### src/rtl/key_repeat_conditioner_if.sv
// Key channel bundle between raw inputs and game logic.
// Raw levels in; debounced levels and action pulses out.
interface key_repeat_conditioner_if #(
    parameter int N_KEYS = 4
);
    logic [N_KEYS-1:0] key_raw;
    logic [N_KEYS-1:0] key_level;
    logic [N_KEYS-1:0] key_pulse;
    logic              any_pulse;

    modport master (
        output key_raw,
        input  key_level,
        input  key_pulse,
        input  any_pulse
    );

    modport slave (
        input  key_raw,
        output key_level,
        output key_pulse,
        output any_pulse
    );
endinterface

### src/rtl/key_repeat_conditioner.sv
// Per-key synchroniser, debouncer and auto-repeat generator.
// Emits a pulse on press, then delayed repeats while held.
module key_repeat_conditioner #(
    parameter int              N_KEYS          = 4,
    parameter int              SYNC_STAGES     = 2,
    parameter int              DEBOUNCE_CYCLES = 16,
    parameter int              DAS_DELAY       = 64,
    parameter int              ARR_PERIOD      = 16,
    parameter logic [N_KEYS-1:0] REPEAT_MASK   = 4'b1011,
    parameter int              CNT_W           = 8
) (
    input logic clk,
    input logic reset,
    input logic clear,
    key_repeat_conditioner_if.slave bus
);
    localparam int CNT_MAX = (1 << CNT_W) - 1;

    // Oversized parameters clamp to the counter ceiling.
    localparam int DB_M  = DEBOUNCE_CYCLES - 1;
    localparam int DAS_M = DAS_DELAY - 1;
    localparam int ARR_M = ARR_PERIOD - 1;

    localparam logic [CNT_W-1:0] DB_LAST =
        CNT_W'(DB_M > CNT_MAX ? CNT_MAX : DB_M);
    localparam logic [CNT_W-1:0] DAS_LAST =
        CNT_W'(DAS_M > CNT_MAX ? CNT_MAX : DAS_M);
    localparam logic [CNT_W-1:0] ARR_LAST =
        CNT_W'(ARR_M > CNT_MAX ? CNT_MAX : ARR_M);

    localparam bit PARAMS_LEGAL =
        SYNC_STAGES >= 2 &&
        DEBOUNCE_CYCLES >= 1 &&
        DAS_DELAY >= 2 &&
        ARR_PERIOD >= 1 &&
        DEBOUNCE_CYCLES <= CNT_MAX &&
        DAS_DELAY <= CNT_MAX &&
        ARR_PERIOD <= CNT_MAX;

    typedef enum logic [1:0] {
        IDLE,
        DELAY,
        REPEAT,
        HELD
    } state_t;

    logic [N_KEYS-1:0] sync_q [SYNC_STAGES];
    logic [N_KEYS-1:0] sync;
    logic [N_KEYS-1:0] level;
    logic [N_KEYS-1:0] pulse;
    logic [N_KEYS-1:0] pulse_nxt;
    logic              any_q;

    assign sync = sync_q[SYNC_STAGES-1];

    // Metastability chain for the asynchronous key levels.
    always_ff @(posedge clk or negedge reset) begin
        if (!reset) begin
            for (int s = 0; s < SYNC_STAGES; s++)
                sync_q[s] <= '0;
        end else if (clear) begin
            for (int s = 0; s < SYNC_STAGES; s++)
                sync_q[s] <= '0;
        end else begin
            sync_q[0] <= bus.key_raw;
            for (int s = 1; s < SYNC_STAGES; s++)
                sync_q[s] <= sync_q[s-1];
        end
    end

    for (genvar i = 0; i < N_KEYS; i++) begin : g_key
        logic [CNT_W-1:0] cnt;
        logic [CNT_W-1:0] rcnt;
        logic             lvl;
        logic             lvl_nxt;
        logic             pnx;
        logic             pls;
        state_t           state;

        // Level flips once the mismatch has persisted long enough.
        always_comb begin
            lvl_nxt = lvl;
            if (sync[i] != lvl && cnt == DB_LAST)
                lvl_nxt = ~lvl;
        end

        // Debounce counter and accepted level.
        always_ff @(posedge clk or negedge reset) begin
            if (!reset) begin
                cnt <= '0;
                lvl <= 1'b0;
            end else if (clear) begin
                cnt <= '0;
                lvl <= 1'b0;
            end else begin
                lvl <= lvl_nxt;
                if (sync[i] == lvl || cnt == DB_LAST)
                    cnt <= '0;
                else
                    cnt <= cnt + CNT_W'(1);
            end
        end

        // Pulse due at the coming edge; release suppresses it.
        always_comb begin
            pnx = 1'b0;
            if (!clear && lvl_nxt) begin
                unique case (state)
                    IDLE:   pnx = ~lvl;
                    DELAY:  pnx = (rcnt == DAS_LAST);
                    REPEAT: pnx = (rcnt == ARR_LAST);
                    HELD:   pnx = 1'b0;
                endcase
            end
        end

        // Press / delay / repeat sequencer.
        always_ff @(posedge clk or negedge reset) begin
            if (!reset) begin
                state <= IDLE;
                rcnt  <= '0;
                pls   <= 1'b0;
            end else if (clear) begin
                state <= IDLE;
                rcnt  <= '0;
                pls   <= 1'b0;
            end else begin
                pls <= pnx;
                if (!lvl_nxt) begin
                    state <= IDLE;
                    rcnt  <= '0;
                end else begin
                    unique case (state)
                        IDLE: begin
                            rcnt <= '0;
                            if (REPEAT_MASK[i])
                                state <= DELAY;
                            else
                                state <= HELD;
                        end
                        DELAY: begin
                            if (rcnt == DAS_LAST) begin
                                state <= REPEAT;
                                rcnt  <= '0;
                            end else begin
                                rcnt <= rcnt + CNT_W'(1);
                            end
                        end
                        REPEAT: begin
                            if (rcnt == ARR_LAST)
                                rcnt <= '0;
                            else
                                rcnt <= rcnt + CNT_W'(1);
                        end
                        HELD: state <= HELD;
                    endcase
                end
            end
        end

        assign level[i]     = lvl;
        assign pulse[i]     = pls;
        assign pulse_nxt[i] = pnx;
    end

    // Summary pulse registered alongside the per-key pulses.
    always_ff @(posedge clk or negedge reset) begin
        if (!reset)
            any_q <= 1'b0;
        else if (clear)
            any_q <= 1'b0;
        else
            any_q <= |pulse_nxt;
    end

    assign bus.key_level = level;
    assign bus.key_pulse = pulse;
    assign bus.any_pulse = any_q;

    legal_params: assert property (@(posedge clk) PARAMS_LEGAL);

endmodule

### src/flat_wrapper.sv
// flat-port wrapper written by rule: the top's interface ports become plain ports
module key_repeat_conditioner_flat 
#(
    parameter int              N_KEYS          = 4,
    parameter int              SYNC_STAGES     = 2,
    parameter int              DEBOUNCE_CYCLES = 16,
    parameter int              DAS_DELAY       = 64,
    parameter int              ARR_PERIOD      = 16,
    parameter logic [N_KEYS-1:0] REPEAT_MASK   = 4'b1011,
    parameter int              CNT_W           = 8
)
  (clk, reset, clear, bus_key_raw, bus_key_level, bus_key_pulse, bus_any_pulse);
  key_repeat_conditioner_if #(.N_KEYS(N_KEYS)) bus_i ();
  input logic clk;
  input logic reset;
  input logic clear;
  input wire logic [$bits(bus_i.key_raw)-1:0] bus_key_raw;
  output wire logic [$bits(bus_i.key_level)-1:0] bus_key_level;
  output wire logic [$bits(bus_i.key_pulse)-1:0] bus_key_pulse;
  output wire logic [$bits(bus_i.any_pulse)-1:0] bus_any_pulse;
  assign bus_i.key_raw = bus_key_raw;
  assign bus_key_level = bus_i.key_level;
  assign bus_key_pulse = bus_i.key_pulse;
  assign bus_any_pulse = bus_i.any_pulse;
  key_repeat_conditioner #(.N_KEYS(N_KEYS), .SYNC_STAGES(SYNC_STAGES), .DEBOUNCE_CYCLES(DEBOUNCE_CYCLES), .DAS_DELAY(DAS_DELAY), .ARR_PERIOD(ARR_PERIOD), .REPEAT_MASK(REPEAT_MASK), .CNT_W(CNT_W)) u_core (.clk(clk), .reset(reset), .clear(clear), .bus(bus_i));
endmodule
### config.mk
export PLATFORM = sky130hd
export DESIGN_NAME = key_repeat_conditioner_flat
export DESIGN_NICKNAME = d
export VERILOG_FILES = /design/src/rtl/key_repeat_conditioner_if.sv /design/src/rtl/key_repeat_conditioner.sv /design/src/flat_wrapper.sv
export SDC_FILE = /design/constraint.sdc
export NUM_CORES = 1
export LEC_CHECK = 0
export BUFFER_PORTS_ARGS = -buffer_cell sky130_fd_sc_hd__buf_2
export CAP_MARGIN = 20
export CORE_ASPECT_RATIO = 1.4
export CORE_UTILIZATION = 55
export DETAILED_ROUTE_END_ITERATION = 16
export GPL_ROUTABILITY_DRIVEN = 1
export PLACE_DENSITY_LB_ADDON = 0.08
export REMOVE_ABC_BUFFERS = 1
export SYNTH_ARGS = -nofsm -noshare
export SYNTH_HDL_FRONTEND = slang
export SYNTH_SLANG_ARGS = --single-unit
### constraint.sdc
create_clock -name clk -period 3 [get_ports clk]
set_clock_uncertainty 0.05 [all_clocks]
set_input_delay 0.6 -clock clk [delete_from_list [all_inputs] [get_ports clk]]
set_output_delay 0.6 -clock clk [all_outputs]
set_load 0.01 [all_outputs]
==> flow_metrics.tcl <==
set metrics [dict create \
    tightestPinTransition_ns 0.7483 \
    drt_iter0_drc 148 \
    ir_drop_uv 304.7 \
    syn_to_final_growth_pct 9.245 \
    syn_avg_cell_area_sq_um 9.869 \
    hold_class "input port to async pin" \
    fp.dieH_microns 111.8 \
    ys_ff_latch 89 \
    crit_path_end_kind "flop" \
    io_pins 16 \
    dp.final_hpwl_mm 6.403 \
    io_buffers 15 \
    setup_viol 0 \
    maxCapViolCount 0 \
    finalCritPeriodShare_pct 78.21 \
    yosys.area_share.simple_pct 21.34 \
    ant_nets 0 \
    synth-seq-area-share_pct 47.02 \
    synth-compound-area-share_pct 14.58 \
    synthFlopType "dfrtp_1" \
    core_sq_um 8247 \
    required_ns 3.21 \
    drt-total-wl_mm 8.833 \
    grt_pass1_vias 3558 \
    clk_path_buf_depth 2 \
    max_clock_freq_ghz 0.4262 \
    outcome "finished clean" \
    via_per_inst 5.831 \
    clk_latency_ns 0.34 \
    diodes 0 \
    relSlewSlack_pct 50.02 \
    finalNetCount 525 \
    die_x_microns 80.44 \
    grt_usage_pct 21.78 \
    cts_setup_buffers 0 \
    synth.top_cell.area_share_pct 47.02 \
    firstDrtPassIters 4 \
    grt_setup_unrepaired "no" \
    cts_max_level 3 \
    cpPeakStageDelay_ns 0.67 \
    die-area_sq_um 8993 \
    finalMaxSlewViolations 0 \
    p_leak_nw 2.429 \
    clk_pin_slew_worst_paths_ns 0.06 \
    synth-adder-area-share_pct 6.603 \
    timing.setup.tns_ns 0 \
    gp_congestion 0.8561 \
    vias 3493 \
    worstPathCellList "nor4_1 > nand3_1 > a211oi_2 > a21oi_1 > a21oi_1" \
    worstPathArrival_ns 2.56 \
    yosys_warnings 0 \
    power.density_nw_per_um2 462.2 \
    synth_top_family_by_area "simple AND/OR/NAND/NOR gates" \
    synth-xor-area-share_pct 5.917 \
    cts_buffers 9 \
    crit_fanout 14 \
    synthCells 480 \
    synthMuxAreaShare_pct 0.5283 \
    cts_sinks 89 \
    synthArstFlopShare_pct 100.0 \
    grt_pass1_wl_mm 15.28 \
    cpMaxStageDelayCell "a211oi_2" \
    ys_top_cells_by_area "dfrtp_1 (47%), ha_1 (6.6%), nor2_1 (4.8%)" \
    routedWlPerCell_microns 14.75 \
    syn_area_sq_um 4737 \
    grt_start_max_net_pins 54 \
    start_kind "flop" \
    ys_types 65 \
    initial_utilization_pct 57.44 \
    crit_type "flop to flop" \
    yosys.area.top_type "dfrtp_1" \
    synth-edff-count 0 \
    min_period_ns 2.346 \
    cts_hold_buf 0 \
    path_common_cell "a21oi_1" \
    hold_viol 0 \
    cts_tree "yes" \
    post_cts_resized 0 \
    hold-worst-slack_ns 0.2579 \
    cts_root_buf "clkbuf_16" \
    grt_antenna_before_repair 0 \
    drive_above_1_share_pct 9.457 \
    overflow 0 \
    drc 0 \
    rows 39 \
]
[power by group]
group	total [mW]	switching, mW	internal [mW]	leakage [nW]
sequential	1.21	0.00364	1.21	1.24
combinational	0.0486	0.0368	0.0118	1.05
clock	1.13	0.446	0.687	0.142
[flip-flops by register name (all words and copies together), names as in the netlist]
name                  count
u_core.sync               4
u_core.g_key.rcnt        32
u_core.bus.any_pulse      1
u_core.g_key.state        8
u_core.g_key.lvl          4
u_core.sync_q             4
u_core.g_key.cnt         32
u_core.g_key.pls          4
[path summary, 6_finish.rpt]
check / cells past startpoint / startpoint / slack [ns] / endpoint
min: 1 / reset / 0.26 / u_core.g_key[1].rcnt[4]
max reg2reg: 5 / u_core.g_key[0].cnt[5] / 0.65 / u_core.g_key[0].rcnt[7]
max: 5 / u_core.g_key[0].cnt[5] / 0.65 / u_core.g_key[0].rcnt[7]
min reg2reg: 1 / u_core.g_key[3].cnt[0] / 0.40 / u_core.g_key[3].cnt[0]
max in group asynchronous: 2 / reset / 2.01 / u_core.g_key[3].cnt[1]
min in group clk: 1 / u_core.g_key[3].cnt[0] / 0.40 / u_core.g_key[3].cnt[0]
[per-stage QoR]
stage	worst slack, ns	total power [mW]	instance area, sq um	cells	util (%)
final	0.6536	2.392	5175	599	62.75
after global placement	0.5595	1.282	4877	584	59.14
after detailed placement	0.5050	1.284	4877	584	59.14
after global routing	0.4068	2.464	5175	599	62.75
after CTS	0.6558	2.416	5175	599	62.75
after floorplan	1.026	1.244	4652	466	-
[kinds of logic after synthesis]
group	after synthesis
and+or+nand+nor	195
xor gates and xnor gates	32
AOI/OAI and AO/OA	95
DFF	89
muxes	2
adders and majority gates	25
buffers and inverters	42
[worst max-delay path: cells and delay by family (launching register included)]
family	cells	cell delay, ns
AOI/OAI and AO/OA	3	1.10
DFF	1	0.41
and+or+nand+nor	2	0.71
[cells in the final DEF, fill, tap and decap left out, drive strengths merged, types with 5 or more instances in the layout]
master  netlist  layout
clkbuf        4      13
o21ai        20      20
xor2         18      18
inv          27      27
dfrtp        89      89
a22o          8       8
and3         16      16
buf          10      16
or3           5       5
nand3        28      28
nor2         62      62
a21o          5       5
nand2        28      28
o211ai        5       5
ha           25      25
a21oi        18      18
o21a          5       5
nor2b        14      14
and2          5       5
xnor2        14      14
nand4         5       5
nor3          9       9
[cell type report]
| class | instances | area [sq um] |
|---|---|---|
| clock buffers | 13 | 260.3 |
| clock inverters | 2 | 37.54 |
| fillers | 683 | 3072 |
| inverters | 28 | 105.1 |
| multi-input cells | 349 | 2320 |
| flip-flops and latches | 89 | 2227 |
| well taps | 102 | 127.6 |
| repair buffers | 16 | 97.59 |
[synthesized netlist by cell type (3+ instances only)]
cell	instances
dfrtp_1	89
nor2_1	60
nand2_1	28
nand3_1	28
inv_1	26
ha_1	25
a21oi_1	18
o21ai_0	18
xor2_1	18
and3_1	16
nor2b_1	14
xnor2_1	14
nor3_1	9
a22o_1	8
buf_4	8
a21o_1	5
nand4_1	5
o211ai_1	5
o21a_1	5
or3_1	5
and2_1	4
clkbuf_1	4
o31ai_1	4
a22oi_1	3
a31oi_1	3
nor3b_1	3
o21ba_1	3
o221a_2	3
or2_2	3
or4_1	3
[per-layer routing]
metal  part of all wire [%]  track usage (%)  up-vias
li1                       -                -     1712
met1                     44            25.24     1729
met2                     51            37.51       33
met3                    1.9            3.197       19
met4                    2.8            12.38        0
met5                      0                0        -
(Power assumes the default switching activity.)
